[src/rtl/alu_pkg.sv]
// -----------------------------------------------------------------------------
// alu_pkg
// Shared definitions for the execute ALU and the ID/EX issue stage:
//   - DW / RW / OPW : data, register-address and op-code widths
//   - 5-bit ALU op-code constants (NOP = 11111 is the ALU default)
//   - entry_t       : one held issue entry {op, a, b, rd, illegal}
// -----------------------------------------------------------------------------
package alu_pkg;

  localparam int DW  = 32;
  localparam int RW  = 5;
  localparam int OPW = 5;

  localparam logic [OPW-1:0] ADD_SM = 5'b00000;
  localparam logic [OPW-1:0] ADD    = 5'b00001;
  localparam logic [OPW-1:0] SUB_SM = 5'b00010;
  localparam logic [OPW-1:0] SUB    = 5'b00011;
  localparam logic [OPW-1:0] AND    = 5'b00100;
  localparam logic [OPW-1:0] OR     = 5'b00101;
  localparam logic [OPW-1:0] XOR    = 5'b00110;
  localparam logic [OPW-1:0] XNOR   = 5'b00111;
  localparam logic [OPW-1:0] SLT    = 5'b01000;
  localparam logic [OPW-1:0] SLTU   = 5'b01001;
  localparam logic [OPW-1:0] SLL    = 5'b01010;
  localparam logic [OPW-1:0] SRL    = 5'b01011;
  localparam logic [OPW-1:0] SRA    = 5'b01100;
  localparam logic [OPW-1:0] BEQ    = 5'b01101;
  localparam logic [OPW-1:0] BNE    = 5'b01110;
  localparam logic [OPW-1:0] NOP    = 5'b11111;

  typedef struct packed {
    logic [OPW-1:0] op;
    logic [DW-1:0]  a;
    logic [DW-1:0]  b;
    logic [RW-1:0]  rd;
    logic           illegal;
  } entry_t;

endpackage

[src/rtl/ex_issue_stage_if.sv]
// -----------------------------------------------------------------------------
// ex_issue_stage_if
// Bundles the decode-side handshake, the two result bypasses and the
// ALU-side handshake of the ID/EX issue stage.
//   master : upstream/downstream environment (drives in_*, fwd_*, out_ready)
//   slave  : the issue stage (drives in_ready, out_valid, alu_*, out_rd,
//            out_illegal)
// -----------------------------------------------------------------------------
interface ex_issue_stage_if;
  import alu_pkg::*;

  // decode side
  logic           in_valid;
  logic           in_ready;
  logic [OPW-1:0] in_op;
  logic [RW-1:0]  in_rs1_addr;
  logic [RW-1:0]  in_rs2_addr;
  logic [DW-1:0]  in_rs1_data;
  logic [DW-1:0]  in_rs2_data;
  logic [DW-1:0]  in_imm;
  logic           in_use_imm;
  logic [RW-1:0]  in_rd;

  // result bypasses
  logic           fwd_exm_we;
  logic [RW-1:0]  fwd_exm_rd;
  logic [DW-1:0]  fwd_exm_data;
  logic           fwd_mwb_we;
  logic [RW-1:0]  fwd_mwb_rd;
  logic [DW-1:0]  fwd_mwb_data;

  // ALU side
  logic           out_valid;
  logic           out_ready;
  logic [OPW-1:0] alu_op;
  logic [DW-1:0]  alu_a;
  logic [DW-1:0]  alu_b;
  logic [RW-1:0]  out_rd;
  logic           out_illegal;

  modport master (
    output in_valid, in_op, in_rs1_addr, in_rs2_addr, in_rs1_data, in_rs2_data,
           in_imm, in_use_imm, in_rd,
           fwd_exm_we, fwd_exm_rd, fwd_exm_data, fwd_mwb_we, fwd_mwb_rd, fwd_mwb_data,
           out_ready,
    input  in_ready, out_valid, alu_op, alu_a, alu_b, out_rd, out_illegal
  );

  modport slave (
    input  in_valid, in_op, in_rs1_addr, in_rs2_addr, in_rs1_data, in_rs2_data,
           in_imm, in_use_imm, in_rd,
           fwd_exm_we, fwd_exm_rd, fwd_exm_data, fwd_mwb_we, fwd_mwb_rd, fwd_mwb_data,
           out_ready,
    output in_ready, out_valid, alu_op, alu_a, alu_b, out_rd, out_illegal
  );

endinterface

[src/rtl/operand_fwd_mux.sv]
// -----------------------------------------------------------------------------
// operand_fwd_mux
// Resolves one source operand at capture time.
//   addr / rf_data            : source register number and regfile read data
//   exm_we / exm_rd / exm_data: EX/MEM bypass (highest priority)
//   mwb_we / mwb_rd / mwb_data: MEM/WB bypass
//   operand                   : resolved value; register 0 always reads 0
// Build option: EX_ISSUE_FWD_EN enables the bypasses; without it the bypass
// inputs are ignored and the operand is the regfile data.
// -----------------------------------------------------------------------------
module operand_fwd_mux
  import alu_pkg::*;
(
  input  logic [RW-1:0] addr,
  input  logic [DW-1:0] rf_data,
  input  logic          exm_we,
  input  logic [RW-1:0] exm_rd,
  input  logic [DW-1:0] exm_data,
  input  logic          mwb_we,
  input  logic [RW-1:0] mwb_rd,
  input  logic [DW-1:0] mwb_data,
  output logic [DW-1:0] operand
);

`ifdef EX_ISSUE_FWD_EN
  always_comb begin
    if (addr == '0)                        operand = '0;
    else if (exm_we && (exm_rd == addr))   operand = exm_data;
    else if (mwb_we && (mwb_rd == addr))   operand = mwb_data;
    else                                   operand = rf_data;
  end
`else
  assign operand = (addr == '0) ? '0 : rf_data;

  logic unused_fwd;
  assign unused_fwd = ^{exm_we, exm_rd, exm_data, mwb_we, mwb_rd, mwb_data};
`endif

endmodule

[src/rtl/ex_issue_stage.sv]
// -----------------------------------------------------------------------------
// ex_issue_stage
// ID/EX boundary register in front of the 32-bit execute ALU. Decoded
// instructions are captured over valid/ready into a main register (which
// drives the ALU) backed by one skid register, so in_ready is a flop and
// never depends combinationally on out_ready.
//   clk, rst_n : clock, asynchronous active-low reset
//   flush      : synchronous kill of every held entry
//   bus        : ex_issue_stage_if.slave (decode handshake, bypasses, ALU side)
// Capture-time processing: operand bypass, immediate select for B, shift
// amount masking, branch ops lose their destination, unimplemented ops are
// flagged illegal and turned into NOP.
// Build option: EX_ISSUE_FWD_EN (see operand_fwd_mux).
// -----------------------------------------------------------------------------
module ex_issue_stage
  import alu_pkg::*;
(
  input  logic             clk,
  input  logic             rst_n,
  input  logic             flush,
  ex_issue_stage_if.slave  bus
);

  // state = {main_valid, skid_valid}; 01 cannot occur
  localparam logic [1:0] S_EMPTY = 2'b00;
  localparam logic [1:0] S_FULL1 = 2'b10;
  localparam logic [1:0] S_FULL2 = 2'b11;

  logic [1:0]    state_q, state_d;
  logic          in_ready_q;
  entry_t        main_q, skid_q, new_entry;
  logic [DW-1:0] rs1_val, rs2_val, b_raw;
  logic          accept, consume;

  operand_fwd_mux u_rs1 (
    .addr     (bus.in_rs1_addr),
    .rf_data  (bus.in_rs1_data),
    .exm_we   (bus.fwd_exm_we),
    .exm_rd   (bus.fwd_exm_rd),
    .exm_data (bus.fwd_exm_data),
    .mwb_we   (bus.fwd_mwb_we),
    .mwb_rd   (bus.fwd_mwb_rd),
    .mwb_data (bus.fwd_mwb_data),
    .operand  (rs1_val)
  );

  operand_fwd_mux u_rs2 (
    .addr     (bus.in_rs2_addr),
    .rf_data  (bus.in_rs2_data),
    .exm_we   (bus.fwd_exm_we),
    .exm_rd   (bus.fwd_exm_rd),
    .exm_data (bus.fwd_exm_data),
    .mwb_we   (bus.fwd_mwb_we),
    .mwb_rd   (bus.fwd_mwb_rd),
    .mwb_data (bus.fwd_mwb_data),
    .operand  (rs2_val)
  );

  assign accept  = bus.in_valid && in_ready_q;
  assign consume = state_q[1] && bus.out_ready;

  // Entry as it will be stored; bypass values are frozen here and never
  // refreshed while the entry waits in main or skid.
  always_comb begin : build_entry
    // NOTE: every combinational output gets a default first so no path leaves it unassigned (no latch).
    new_entry         = '0;
    b_raw             = bus.in_use_imm ? bus.in_imm : rs2_val;
    new_entry.illegal = (bus.in_op > BNE);
    new_entry.op      = new_entry.illegal ? NOP : bus.in_op;
    new_entry.a       = rs1_val;
    new_entry.b       = (bus.in_op inside {SLL, SRL, SRA}) ? {{(DW-5){1'b0}}, b_raw[4:0]} : b_raw;
    new_entry.rd      = (bus.in_op inside {BEQ, BNE}) ? '0 : bus.in_rd;
  end

  always_comb begin : next_state
    state_d = state_q;
    case (state_q)
      S_EMPTY: if (accept) state_d = S_FULL1;
      S_FULL1: begin
        if (accept && !consume)      state_d = S_FULL2;
        else if (!accept && consume) state_d = S_EMPTY;
      end
      S_FULL2: if (consume) state_d = S_FULL1;
      default: state_d = S_EMPTY;
    endcase
    // A consume in the flush cycle needs no action: the entry is gone either way.
    if (flush) state_d = S_EMPTY;
  end

  always_ff @(posedge clk or negedge rst_n) begin
    if (!rst_n) begin
      state_q    <= S_EMPTY;
      in_ready_q <= 1'b1;
      // NOTE: the entry registers are reset too, because they drive the ALU outputs and those must read zero in reset.
      main_q     <= '0;
      skid_q     <= '0;
    end else begin
      // NOTE: sequential state uses non-blocking assignments so every flop samples pre-edge values.
      state_q    <= state_d;
      in_ready_q <= !state_d[0];
      if (!flush) begin
        case (state_q)
          S_EMPTY: if (accept) main_q <= new_entry;
          S_FULL1: begin
            if (accept && consume) main_q <= new_entry;
            else if (accept)       skid_q <= new_entry;
          end
          S_FULL2: if (consume) main_q <= skid_q;
          default: ;
        endcase
      end
    end
  end

  assign bus.in_ready    = in_ready_q;
  assign bus.out_valid   = state_q[1];
  assign bus.alu_op      = main_q.op;
  assign bus.alu_a       = main_q.a;
  assign bus.alu_b       = main_q.b;
  assign bus.out_rd      = main_q.rd;
  assign bus.out_illegal = main_q.illegal;

endmodule

[src/flat_wrapper.sv]
// flat-port wrapper written by rule: the top's interface ports become plain ports
module ex_issue_stage_flat import alu_pkg::*;
  (clk, rst_n, flush, bus_in_valid, bus_in_op, bus_in_rs1_addr, bus_in_rs2_addr, bus_in_rs1_data, bus_in_rs2_data, bus_in_imm, bus_in_use_imm, bus_in_rd, bus_fwd_exm_we, bus_fwd_exm_rd, bus_fwd_exm_data, bus_fwd_mwb_we, bus_fwd_mwb_rd, bus_fwd_mwb_data, bus_out_ready, bus_in_ready, bus_out_valid, bus_alu_op, bus_alu_a, bus_alu_b, bus_out_rd, bus_out_illegal);
  ex_issue_stage_if bus_i ();
  input  logic clk;
  input  logic rst_n;
  input  logic flush;
  input wire logic [$bits(bus_i.in_valid)-1:0] bus_in_valid;
  input wire logic [$bits(bus_i.in_op)-1:0] bus_in_op;
  input wire logic [$bits(bus_i.in_rs1_addr)-1:0] bus_in_rs1_addr;
  input wire logic [$bits(bus_i.in_rs2_addr)-1:0] bus_in_rs2_addr;
  input wire logic [$bits(bus_i.in_rs1_data)-1:0] bus_in_rs1_data;
  input wire logic [$bits(bus_i.in_rs2_data)-1:0] bus_in_rs2_data;
  input wire logic [$bits(bus_i.in_imm)-1:0] bus_in_imm;
  input wire logic [$bits(bus_i.in_use_imm)-1:0] bus_in_use_imm;
  input wire logic [$bits(bus_i.in_rd)-1:0] bus_in_rd;
  input wire logic [$bits(bus_i.fwd_exm_we)-1:0] bus_fwd_exm_we;
  input wire logic [$bits(bus_i.fwd_exm_rd)-1:0] bus_fwd_exm_rd;
  input wire logic [$bits(bus_i.fwd_exm_data)-1:0] bus_fwd_exm_data;
  input wire logic [$bits(bus_i.fwd_mwb_we)-1:0] bus_fwd_mwb_we;
  input wire logic [$bits(bus_i.fwd_mwb_rd)-1:0] bus_fwd_mwb_rd;
  input wire logic [$bits(bus_i.fwd_mwb_data)-1:0] bus_fwd_mwb_data;
  input wire logic [$bits(bus_i.out_ready)-1:0] bus_out_ready;
  output wire logic [$bits(bus_i.in_ready)-1:0] bus_in_ready;
  output wire logic [$bits(bus_i.out_valid)-1:0] bus_out_valid;
  output wire logic [$bits(bus_i.alu_op)-1:0] bus_alu_op;
  output wire logic [$bits(bus_i.alu_a)-1:0] bus_alu_a;
  output wire logic [$bits(bus_i.alu_b)-1:0] bus_alu_b;
  output wire logic [$bits(bus_i.out_rd)-1:0] bus_out_rd;
  output wire logic [$bits(bus_i.out_illegal)-1:0] bus_out_illegal;
  assign bus_i.in_valid = bus_in_valid;
  assign bus_i.in_op = bus_in_op;
  assign bus_i.in_rs1_addr = bus_in_rs1_addr;
  assign bus_i.in_rs2_addr = bus_in_rs2_addr;
  assign bus_i.in_rs1_data = bus_in_rs1_data;
  assign bus_i.in_rs2_data = bus_in_rs2_data;
  assign bus_i.in_imm = bus_in_imm;
  assign bus_i.in_use_imm = bus_in_use_imm;
  assign bus_i.in_rd = bus_in_rd;
  assign bus_i.fwd_exm_we = bus_fwd_exm_we;
  assign bus_i.fwd_exm_rd = bus_fwd_exm_rd;
  assign bus_i.fwd_exm_data = bus_fwd_exm_data;
  assign bus_i.fwd_mwb_we = bus_fwd_mwb_we;
  assign bus_i.fwd_mwb_rd = bus_fwd_mwb_rd;
  assign bus_i.fwd_mwb_data = bus_fwd_mwb_data;
  assign bus_i.out_ready = bus_out_ready;
  assign bus_in_ready = bus_i.in_ready;
  assign bus_out_valid = bus_i.out_valid;
  assign bus_alu_op = bus_i.alu_op;
  assign bus_alu_a = bus_i.alu_a;
  assign bus_alu_b = bus_i.alu_b;
  assign bus_out_rd = bus_i.out_rd;
  assign bus_out_illegal = bus_i.out_illegal;
  ex_issue_stage u_core (.clk(clk), .rst_n(rst_n), .flush(flush), .bus(bus_i));
endmodule
[config.mk]
export PLATFORM = sky130hd
export DESIGN_NAME = ex_issue_stage_flat
export DESIGN_NICKNAME = d
export VERILOG_FILES = /design/src/rtl/alu_pkg.sv /design/src/rtl/ex_issue_stage_if.sv /design/src/rtl/operand_fwd_mux.sv /design/src/rtl/ex_issue_stage.sv /design/src/flat_wrapper.sv
export SDC_FILE = /design/constraint.sdc
export NUM_CORES = 1
export LEC_CHECK = 0
export ABC_CLOCK_PERIOD_IN_PS = 2700
export BUFFER_PORTS_ARGS = -buffer_cell sky130_fd_sc_hd__buf_2
export CAP_MARGIN = 20
export CORE_MARGIN = 2
export CORE_UTILIZATION = 54
export CTS_CLUSTER_SIZE = 8
export DETAILED_ROUTE_END_ITERATION = 7
export PLACE_DENSITY_LB_ADDON = 0.08
export SETUP_SLACK_MARGIN = 0.1
export SLEW_MARGIN = 20
export SYNTH_ARGS = -nofsm -noshare
export SYNTH_HDL_FRONTEND = slang
export SYNTH_HIERARCHICAL = 1
export SYNTH_SLANG_ARGS = --single-unit
[constraint.sdc]
create_clock -name clk -period 2.7 [get_ports clk]
set_clock_uncertainty 0.15 [all_clocks]
set_input_delay 0.405 -clock clk [delete_from_list [all_inputs] [get_ports clk]]
set_output_delay 0.405 -clock clk [all_outputs]
set_load 0.02 [all_outputs]
# Word-level counts from Yosys, hierarchy flattened
# Cells that the tools add are included.
dict set report totals {
  out_inout_bits 77
  wordCells 62
  regBits 153
  in_bits 198
}
dict set report op_classes {
  reduce_logical 17
  n_eq_ne 13
  bitwise_logic 2
  n_mux 16
  magnitude_cmp 1
}
# cell n
set op_table {}
lappend op_table {{75-bit two-way mux} 3}
lappend op_table {{75-bit case mux with 3 select lines} 1}
lappend op_table {{32-bit two-way mux} 4}
lappend op_table {{5-bit by 4-bit == test with 1-bit output, second input constant} 5}
lappend op_table {{5-bit logical NOT} 2}
lappend op_table {{2-bit two-way mux} 5}
lappend op_table {{5-bit two-way mux} 2}
lappend op_table {{2-bit by 1-bit != test with 1-bit output, second input constant} 3}
lappend op_table {{3-bit by 2-bit != test with 1-bit output, second input constant} 2}
lappend op_table {{2-bit case mux with 3 select lines} 1}
lappend op_table {{3-bit nonzero test} 2}
lappend op_table {{5-bit by 4-bit > comparator with 1-bit output, second input constant} 1}
lappend op_table {{1-bit logical AND} 5}
lappend op_table {{5-bit AND reduction} 1}
lappend op_table {{2-bit == test, second input constant} 2}
lappend op_table {{4-bit by 2-bit != test with 1-bit output, second input constant} 1}
lappend op_table {{4-bit AND reduction} 1}
lappend op_table {{1-bit logical NOT} 3}
lappend op_table {{3-bit AND reduction} 1}
lappend op_table {{2-bit logical NOT} 1}
lappend op_table {{1-bit inverter} 2}
lappend op_table {{2-bit nonzero test} 1}

# Depth between registers and ports, before layout
# Gate-level depths: netlist of the first run.
dict set report logic_depth {
  word_depth 8
  depth_mapped 7
}

# By module
# Netlist of the first run, hierarchy kept.
# module area_each_um2 cells_each n_inst
set modules_own_cells {}
lappend modules_own_cells {ex_issue_stage 6975.4 716 1}
lappend modules_own_cells {operand_fwd_mux 321.6 40 2}

# Worst setup path before layout of the first run
# OpenSTA, ideal clock, no wires.
dict set report synth_path {
  path_kind {register -> register}
  start {register u_core.state_q[1]}
  end {register u_core/skid_q[43] in the netlist's numbering}
  arrival_ns 1.642
  slack_ns 0.782
  synth_period_minus_slack_ns 1.918
  path_buffers 2
  stages_incl_launch_ff 6
  path_cell_list {dfrtp_1 nand2b_1 or4_1 buf_4 buf_6 mux2_4}
}
dict set report synth_via {
  elab_chain_len 4
  elab_cells_between_ends 5
}
# item line
set synth_lines {}
lappend synth_lines {{start: declaration} ex_issue_stage.sv:29} ;# logic [1:0] state_q, state_d;
lappend synth_lines {{start signal: assignment} ex_issue_stage.sv:99} ;# state_q <= state_d;
lappend synth_lines {{1-bit logical AND} ex_issue_stage.sv:60} ;# assign consume = state_q[1] && bus.out_ready;
lappend synth_lines {{1-bit logical AND} ex_issue_stage.sv:105} ;# if (accept && consume) main_q <= new_entry;
lappend synth_lines {{1-bit inverter (no source line)} --}
lappend synth_lines {{4-bit AND reduction (no source line) (*)} --}
lappend synth_lines {{end signal: assignment} ex_issue_stage.sv:106} ;# else if (accept) skid_q <= new_entry;
lappend synth_lines {{end: declaration} ex_issue_stage.sv:31} ;# entry_t main_q, skid_q, new_entry;
# Mark *: on every way between the ends. The rest lies on a longest branch, timed or not.
# A chain may end at the register's enable or synchronous reset.

# Worst setup path in the final report of the first run
dict set report layout_path {
  start {register u_core.in_ready_q, in the netlist u_core/bus.in_ready}
  end {register u_core.main_q (netlist bit u_core/bus.alu_b[25])}
}
dict set report layout_via {
  elab_chain_len 4
  elab_cells_between_ends 5
}
# item line
set layout_lines {}
lappend layout_lines {{start: declaration} ex_issue_stage.sv:30} ;# logic in_ready_q;
lappend layout_lines {{start signal: assignment} ex_issue_stage.sv:100} ;# in_ready_q <= !state_d[0];
lappend layout_lines {{1-bit logical AND (*)} ex_issue_stage.sv:59} ;# assign accept = bus.in_valid && in_ready_q;
lappend layout_lines {{1-bit logical AND} ex_issue_stage.sv:105}
lappend layout_lines {{2-bit by 1-bit != test with 1-bit output (no source line)} --}
lappend layout_lines {{5-bit AND reduction (no source line) (*)} --}
lappend layout_lines {{end signal: assignment} ex_issue_stage.sv:103} ;# S_EMPTY: if (accept) main_q <= new_entry;
lappend layout_lines {{end signal: assignment} ex_issue_stage.sv:105}
lappend layout_lines {{end signal: assignment} ex_issue_stage.sv:108} ;# S_FULL2: if (consume) main_q <= skid_q;
lappend layout_lines {{end: declaration} ex_issue_stage.sv:31}
# Marked as above.

==> results.cfg, run 1 <==
[run_status]
outcome = complete, no violations

[yosys]
synth_seq_cells = 153
synth_edf_count = 0
netlist_area_sq_um = 7620
synthCells = 796
avgSynthCellArea_sq_um = 9.57
synth_async_sr_flop_share_pct = 100
synth_seq_area_share_pct = 50.3
ys_dominant_reg_cell = dfrtp_1
syn_nets = 994
yosysWarnings = 6
netlist-cell-type-count = 33

[critical_path]
r2r_start = u_core/bus.in_ready
crit_path_max_fanout = 54
cp-end-kind = flip-flop
worst-endpoint-required_ns = 2.85
r2r_slack_ns = 0.47
r2r_cells = 5
crit_buf_inv = 1
crit_chain = a21oi_1 > or4_2 > buf_4 > a21oi_1 > a21oi_1
critPathTopFamily = simple AND/OR/NAND/NOR gates
worst_path_max_delay_cell = or4_2
path_class = flip-flop to flip-flop
critical_path_depth = 5
crit_arrival_ns = 2.38
path_common_cell = a21oi_1
slowest_delay_ns = 0.64
start_kind = flip-flop
r2r-end = u_core/bus.alu_b[25]

[timing]
clock.fmax_mhz = 449
setup-violations-final = 0
tns_ns = 0
tightest_slew_ns = 0.729
hold-worst-slack_ns = 0.0750
final-hold-violation-count = 0
rsz0062_at_grt = false
slew_viol_final = 0
post-route-period-util_pct = 82.6
period_minus_slack_ns = 2.23
max_slew_margin_pct = 51.2

[finish]
fin_nets = 1160
drive_gt1_share_pct = 32.3
antenna_cells = 0
instances_no_fill = 1154
fin_area_sq_um = 9280
area_growth_syn_to_layout_pct = 21.8

[clock_tree]
clk_latency_ns = 0.42
postCtsSetupRepairBufs = 0
cts.path.max_buffers = 2
cts_htree_levels = 4
clk_pin_slew_ns = 0.06
cts_resized = 0
clock_sinks = 153
cts-root-buf = clkbuf_16
cts_made_buffers = 17
cts_tree = built
cts_hold_buf = 1

[power]
leakage_nw = 4.60
fin_total_pwr_mw = 7.11
ir_drop_v = 0.000463
power.density_nw_per_um2 = 766

[global_routing]
grt_pass1_vias = 6244
grt_start_max_net_pins = 118
antenna_found_initial = 0
gr-total-overflow = 0
grt_pass1_wl_microns = 30600
grt_use_total_pct = 26.0

[hold_path]
hold_path_depth = 3
holdCritPathClass = input pin to flip-flop
worstHoldStart = bus_in_rd[3]
hold_end = u_core/skid_q[4]

[die]
coreArea_sq_um = 13800
initial_core_util_pct = 55.1
rows = 43
die_area_sq_um = 15100
die_w_microns = 123
die_h_microns = 123
ios = 275

[placement]
routabilityCongestion = 0.802
dp.cells = 1122
placed_cell_area_sq_um = 8650
place_hpwl_microns = 11900
numPortBuffers = 198

[run]
timing.max_cap.violations = 0

[routing]
via_count = 6371
drc = 0
wirelength_microns = 18900
dr.pass1.iters = 4
drt_iter0_markers = 491
via_per_inst = 5.52
avgRoutedWirePerCell_microns = 16.4
ant_nets = 0
-- kinds of logic (layout without fill, tap and decap cells) --
logic type | after synthesis | after routing | synth area share [%]
AO/OA/AOI/OAI | 230 | 230 | 18.1
XOR/XNOR | 1 | 1 | 0.115
buffers and inverters | 72 | 250 | 5.35
flip-flops | 153 | 153 | 50.3
multiplexers | 64 | 64 | 11.0
AND/OR/NAND/NOR | 276 | 276 | 15.2
-- stage by stage --
step                setup slack, ns  util, %
floorplan                     0.782        -
global placement              0.526     62.6
detailed placement            0.507     62.6
CTS                           0.494     67.1
global route                  0.369     67.1
finish                        0.471     67.1
-- worst max-delay path by stage --
stage / startpoint / to / slack (ns)
after CTS: u_core/bus.in_ready / u_core/bus.alu_b[13] / 0.49
after global placement: u_core/bus.in_ready / u_core/bus.alu_b[24] / 0.53
after floorplan: u_core/state_q[1] / u_core/skid_q[43] / 0.78
final: u_core/bus.in_ready / u_core/bus.alu_b[25] / 0.47
after detailed placement: u_core/bus.in_ready / u_core/bus.alu_b[13] / 0.51
after global routing: u_core/state_q[1] / u_core/bus.alu_b[25] / 0.37
-- area by class of cell --
cell class,instances,area (sq um)
Timing Repair Buffer,213,1170
Inverter,6,22.5
Multi-Input combinational cell,571,3410
Clock inverter,9,145
Tap cell,180,225
Clock buffer,22,474
Sequential cell,153,3830
Fill cell,1115,4550
-- synthesized netlist by cell type, types with 4 or more instances --
| library cell | instances | area share, % |
|---|---|---|
| clkbuf_1 | 28 | 1.4 |
| a21boi_1 | 54 | 5.3 |
| buf_4 | 6 | 0.59 |
| inv_1 | 6 | 0.30 |
| dfrtp_1 | 152 | 50 |
| mux2i_1 | 5 | 0.66 |
| nor2b_1 | 5 | 0.41 |
| buf_6 | 14 | 2.1 |
| o21ai_1 | 45 | 3.0 |
| a31oi_1 | 32 | 2.6 |
| a21boi_0 | 4 | 0.39 |
| mux2_4 | 32 | 6.3 |
| mux2_2 | 27 | 4.0 |
| buf_2 | 8 | 0.53 |
| a21boi_2 | 6 | 0.89 |
| o21ai_0 | 12 | 0.79 |
| a21oi_1 | 76 | 5.0 |
| buf_1 | 10 | 0.49 |
| nand2_1 | 151 | 7.4 |
| nor2_1 | 77 | 3.8 |
| nand3_1 | 32 | 2.1 |
-- layout by cell type, fill, tap and decap left out, types with 2 or more instances in the layout --
master	n
buf_2	197
dfrtp_1	152
nand2_1	150
nor2_1	77
a21oi_1	76
a21boi_1	54
o21ai_1	44
nand3_1	32
a31oi_1	32
mux2_4	32
mux2_2	27
clkbuf_16	17
o21ai_0	12
buf_4	9
inv_1	6
a21boi_2	6
clkinv_2	5
nor2b_1	5
mux2i_1	5
buf_12	5
bufinv_16	4
a21boi_0	4
clkbuf_8	3
nor4_4	3
clkbuf_1	2
-- per-layer routing --
metal | part of all wire (%) | track usage [%]
met1 | 45 | 35.1
met2 | 49 | 42.0
met3 | 5.3 | 4.83
met4 | 1.6 | 9.41
met5 | 0 | 0
-- worst min-delay path, stage by stage --
cell	delay [ns]
buf_2	0.10
nand2_1	0.05
o21ai_1	0.05
-- report_power, final --
part	switching, mW	internal (mW)
Clock	0.890	1.61
Sequential	0.279	2.79
Combinational	0.864	0.678
-- state kept, by name, summed over array words and instances, names as in the netlist --
register,count
u_core/skid_q,75
u_core/bus.out_illegal,1
u_core/bus.alu_a,32
u_core/bus.alu_b,32
u_core/bus.alu_op,5
u_core/state_q,2
u_core/bus.in_ready,1
u_core/bus.out_rd,5
Power figures use the tool's default switching activity.
==> run 2: changes to the inputs <==
--- a/config.mk
+++ b/config.mk
@@ -5,11 +5,11 @@
 export SDC_FILE = /design/constraint.sdc
 export NUM_CORES = 1
 export LEC_CHECK = 0
-export ABC_CLOCK_PERIOD_IN_PS = 2700
+export ABC_CLOCK_PERIOD_IN_PS = 1850
 export BUFFER_PORTS_ARGS = -buffer_cell sky130_fd_sc_hd__buf_2
 export CAP_MARGIN = 20
 export CORE_MARGIN = 2
-export CORE_UTILIZATION = 54
+export CORE_UTILIZATION = 45
 export CTS_CLUSTER_SIZE = 8
 export DETAILED_ROUTE_END_ITERATION = 7
 export PLACE_DENSITY_LB_ADDON = 0.08
==> constraint.sdc (replaced) <==
create_clock -name clk -period 1.85 [get_ports clk]
set_clock_uncertainty 0.15 [all_clocks]
set_input_delay 0.2775 -clock clk [delete_from_list [all_inputs] [get_ports clk]]
set_output_delay 0.2775 -clock clk [all_outputs]
set_load 0.02 [all_outputs]
==> run 2 against run 1 <==
Effect of this change: the flow now finishes with violations (setup timing); cell count up 7.8%; fmax up 15%; wire length up 15%; via count up 3.3%; sequential share of layout area down 6.0 points; critical endpoint is now u_core/skid_q[51]; largest power group unchanged.
==> results.cfg, run 2 (synthesis results as in run 1) <==
[routing]
drc = 0
avgRoutedWirePerCell_microns = 17.5
dr.pass1.iters = 4
wirelength_microns = 21800
ant_nets = 0
via_count = 6581
via_per_inst = 5.29
drt_iter0_markers = 264

[finish]
multi_input_area_sq_um = 3980
final-seq-area_sq_um = 3830
area_growth_syn_to_layout_pct = 42.5
drive_gt1_share_pct = 45.4
regMostFlops = u_core/skid_q
mostFrequentLayoutCell = buf_2
fillers = 1392
fin_nets = 1212
antenna_cells = 0
largest_register_ffs = 75
fin_area_sq_um = 10900
layout_common_cells = 197 x buf_2, 151 x dfrtp_1, 134 x nand2_1

[clock_tree]
cts_tree = built
clock_sinks = 153
cts_made_buffers = 17
clk_latency_ns = 0.42
cts_htree_levels = 4
cts-root-buf = clkbuf_16
cts.path.max_buffers = 2
clk_pin_slew_ns = 0.06

[hold_path]
hold_path_depth = 3
holdCritPathClass = input pin to flip-flop

[critical_path]
crit_arrival_ns = 2.09
worst_path_max_delay_cell = dfstp_2
start_kind = flip-flop
crit_path_max_fanout = 26
worst-endpoint-required_ns = 2.00
path_class = flip-flop to flip-flop
r2r_cells = 5
slowest_delay_ns = 0.53
cp-end-kind = flip-flop
crit_chain = buf_6 > nand2_4 > or4_4 > buf_12 > mux2_4

[die]
coreArea_sq_um = 16600
die_w_microns = 134
rows = 47
die_h_microns = 134
ios = 275
die_area_sq_um = 18000
initial_core_util_pct = 45.9

[global_routing]
grt_use_total_pct = 23.0
antenna_found_initial = 0
grt_start_max_net_pins = 49
grt_pass1_wl_microns = 32200
gr-total-overflow = 0
grt_pass1_vias = 6156

[timing]
setup-violations-final = 139
period_minus_slack_ns = 1.94
tns_ns = -7.23
slew_viol_final = 0
post-route-period-util_pct = 105
hold-worst-slack_ns = 0.0156
rsz0062_at_grt = true
final-hold-violation-count = 0
setup_ws_ns = -0.0920
max_slew_margin_pct = 68.6
tightest_slew_ns = 0.469
clock.fmax_mhz = 515

[power]
power.density_nw_per_um2 = 1010
ir_drop_v = 0.000644
leakage_nw = 5.11

[run_status]
outcome = finished, violations left
failed_checks = setup timing

[placement]
routabilityCongestion = 0.759
numPortBuffers = 198
place_hpwl_microns = 12300
placed_cell_area_sq_um = 9050

[run]
timing.max_cap.violations = 0
run 2: changes by cell type in the layout (fill, tap and decap cells not counted), sizes merged:
cell | previous run | this run
buf | 212 | 249
dlygate4sd3 | 1 | 7
clkbuf | 22 | 27
clkinvlp | 0 | 5
clkinv | 5 | 1
inv | 6 | 7
run 2: final timing paths:
check                                       end  slack (ns)                 start
setup / recovery              u_core/skid_q[51]       -0.09   u_core/bus.in_ready
hold / removal                 u_core/skid_q[6]        0.02         bus_in_imm[0]
setup reg to reg              u_core/skid_q[51]       -0.09   u_core/bus.in_ready
hold reg to reg            u_core/bus.alu_op[0]        0.32  u_core/bus.alu_op[0]
max in group asynchronous   u_core/bus.in_ready        0.77                 rst_n
min in group asynchronous     u_core/skid_q[43]        0.20                 rst_n
run 2: cell type report:
cell class / instances / share of cell area (%)
inverter: 6 / 0.207
tap: 220 / 2.54
timing repair buffer: 265 / 19.8
sequential: 153 / 35.3
clock buffer: 18 / 3.95
clock inverter: 11 / 1.61
multi-input combinational: 571 / 36.6
run 2: what timing repair did:
item                       4_1_cts  5_1_grt
pin swaps                        1       39
hold endpoints to repair       103        0
cloned                           8       10
setup buffers                    9        3
hold buffers                     7        0
setup endpoints to repair      150      150
resized for setup               28      131
run 2: layer usage:
metal  track usage (%)  part of all wire (%)  vias up
li1                  -                     -     3186
met1              32.3                    47     3172
met2              36.3                    48      213
met3              4.91                   5.2       10
met4              6.26                  0.71        0
met5                 0                     0        -
run 2: per-stage QoR:
step | util, % | power (mW) | std cells | setup slack, ns
6_report | 65.5 | 10.9 | 1244 | -0.0920
5_1_grt | 65.5 | 11.5 | 1244 | -0.151
4_1_cts | 61.0 | 10.6 | 1234 | -0.0850
3_5_place_dp | 54.5 | 6.82 | 1181 | -0.139
3_3_place_gp | 54.5 | 6.77 | 1181 | -0.145
2_1_floorplan | - | 5.96 | 796 | -0.0618
run 2: worst max-delay path, delay by kind of cell, from the launching register on:
kind,cells,cell delay (ns)
AND/OR/NAND/NOR,2,0.50
buffers and inverters,2,0.31
flip-flops,1,0.53
multiplexers,1,0.32
run 2: power breakdown:
group	total [mW]	switching, mW	internal (mW)
sequential	4.57	0.493	4.08
combinational	2.75	1.44	1.32
clock	3.61	1.37	2.24
==> run 3: changes to the inputs <==
==> constraint.sdc (replaced) <==
create_clock -name clk -period 1.85 [get_ports clk]
set_clock_uncertainty 0.15 [all_clocks]
set_input_delay 0.2775 -clock clk [delete_from_list [all_inputs] [get_ports clk]]
set_output_delay 0.2775 -clock clk [all_outputs]
set_load 0.1 [all_outputs]
==> run 3 against run 2 <==
Effect of this change: the flow still finishes with violations (setup timing); worst setup slack worse by 0.054 ns; sequential power about the same; global-route usage grew 0.62 points; largest cell class unchanged; largest power group is now combinational cells; total power grew 18%; clock-buffer cell count up 3; cell count up 0.72%; register-to-register slack lost 0.05 ns.
==> results.cfg, run 3 (synthesis results as in run 1) <==
[global_routing]
grt_start_max_net_pins = 55
grt_pass1_wl_microns = 33600
grt_use_total_pct = 23.6
gr-total-overflow = 0
grt_pass1_vias = 6467
antenna_found_initial = 0

[die]
rows = 47
die_w_microns = 134
die_h_microns = 134
initial_core_util_pct = 45.9
coreArea_sq_um = 16600
die_area_sq_um = 18000
ios = 275

[critical_path]
slowest_delay_ns = 0.65
crit_path_max_fanout = 30
crit_arrival_ns = 2.15
path_class = flip-flop to flip-flop
crit_chain = nand2_4 > or4_4 > buf_12 > mux2_4
critPathTopFamily = flip-flops
worst-endpoint-required_ns = 2.00
worst_path_max_delay_cell = dfstp_4
start_kind = flip-flop
crit_buf_inv = 1
cp-end-kind = flip-flop

[run]
timing.max_cap.violations = 0

[finish]
regMostFlops = u_core/skid_q
fillers = 1352
layout_common_cells = 195 x buf_2, 151 x dfrtp_1, 141 x nand2_1
fin_nets = 1218
drive_gt1_share_pct = 43.9
area_growth_syn_to_layout_pct = 42.3
largest_register_ffs = 75
instances_no_fill = 1253
final_util_pct = 65.4
mostFrequentLayoutCell = buf_2
antenna_cells = 0

[routing]
ant_nets = 0
via_count = 6549
drc = 0
dr.pass1.iters = 4
wirelength_microns = 21000
via_per_inst = 5.23
drt_iter0_markers = 329
avgRoutedWirePerCell_microns = 16.8

[power]
clkPwrFrac_pct = 28.7
ir_drop_v = 0.000662
power_frac_comb_pct = 36.1
p_int_mw = 7.72
switchingPower_mw = 5.21
swShare_pct = 40.3
power.density_nw_per_um2 = 1190
leakage_nw = 5.15
sequentialPowerShare_pct = 35.2

[clock_tree]
cts_htree_levels = 4
cts_tree = built
clock_sinks = 153
cts_made_buffers = 17
clk_pin_slew_ns = 0.06
cts-root-buf = clkbuf_16
cts.path.max_buffers = 2
clk_latency_ns = 0.42

[timing]
setup_ws_ns = -0.146
tns_ns = -11.53
period_minus_slack_ns = 2.00
max_slew_margin_pct = 65.6
tightest_slew_ns = 0.520
clock.fmax_mhz = 501
slew_viol_final = 0
setup-violations-final = 144
final-hold-violation-count = 0
rsz0062_at_grt = true
post-route-period-util_pct = 108

[run_status]
failed_checks = setup timing
outcome = finished, violations left

[hold_path]
holdCritPathClass = input pin to flip-flop

[placement]
routabilityCongestion = 0.766
place_hpwl_microns = 12400
numPortBuffers = 198
dp.cells = 1186
dp_slack_ns = -0.247
[run 3: changes by cell type in the layout (fill, tap and decap cells not counted), moves of 8 or more]
cell / previous run / this run
a21oi_1: 36 / 47
o21ai_2: 15 / 4
nor2_1: 52 / 44
o21ai_1: 36 / 44
[run 3: path summary, 6_finish.rpt]
path	startpoint	end	slack (ns)	depth (start not counted)
min in group asynchronous	rst_n	u_core/skid_q[46]	0.17	2
min reg2reg	u_core/bus.out_illegal	u_core/bus.out_illegal	0.33	2
min	bus_in_imm[1]	u_core/skid_q[7]	0.01	3
max	u_core/bus.in_ready	u_core/skid_q[47]	-0.15	4
max in group asynchronous	rst_n	u_core/bus.in_ready	0.79	3
max reg2reg	u_core/bus.in_ready	u_core/skid_q[47]	-0.15	4
[run 3: per-layer routing]
layer | wire length, microns | vias up | GRT usage [%]
met3 | 1090 | 26 | 5.33
met2 | 10100 | 202 | 37.9
met5 | 0 | - | 0
met4 | 251 | 0 | 6.37
li1 | - | 3188 | -
met1 | 9640 | 3133 | 32.5
[run 3: layout make-up]
class	instances	area, sq um	area share, %
clock buffers	21	460	4.25
clock inverters	11	168	1.55
repair buffers	271	2220	20.5
inverters	6	22.5	0.208
well taps	220	275	2.54
multi-input cells	571	3850	35.6
flip-flops and latches	153	3840	35.4
[run 3: worst min-delay path, delay by kind of cell]
family                 cells  cell delay, ns
AO/OA/AOI/OAI              1            0.11
buffers and inverters      1            0.08
multiplexers               1            0.07
[run 3: stage by stage]
step	hold WS, ns	power, mW	instance area [sq um]
after floorplan	-0.168	7.87	7640
final	0.0130	12.9	10800
after global placement	0.0498	8.75	9140
after CTS	0.00545	12.8	10400
after detailed placement	0.0525	8.81	9140
after global routing	0.0125	13.5	10800
[run 3: power by group through the flow]
stage / Sequential [mW] / Combinational, mW / Clock, mW
final: 4.55 / 4.66 / 3.71
after global routing: 4.63 / 4.91 / 3.92
after CTS: 4.48 / 4.51 / 3.77
after detailed placement: 4.51 / 4.30 / 0
after global placement: 4.49 / 4.27 / 0
after floorplan: 6.75 / 1.12 / 0
[run 3: repair_timing]
item,4_1_cts,5_1_grt
endpoints found under the hold margin,163,0
hold buffers,7,0
resized for setup,43,91
pin swaps,2,6
setup buffers,10,6
endpoints found under the setup margin,151,151
cloned,11,4
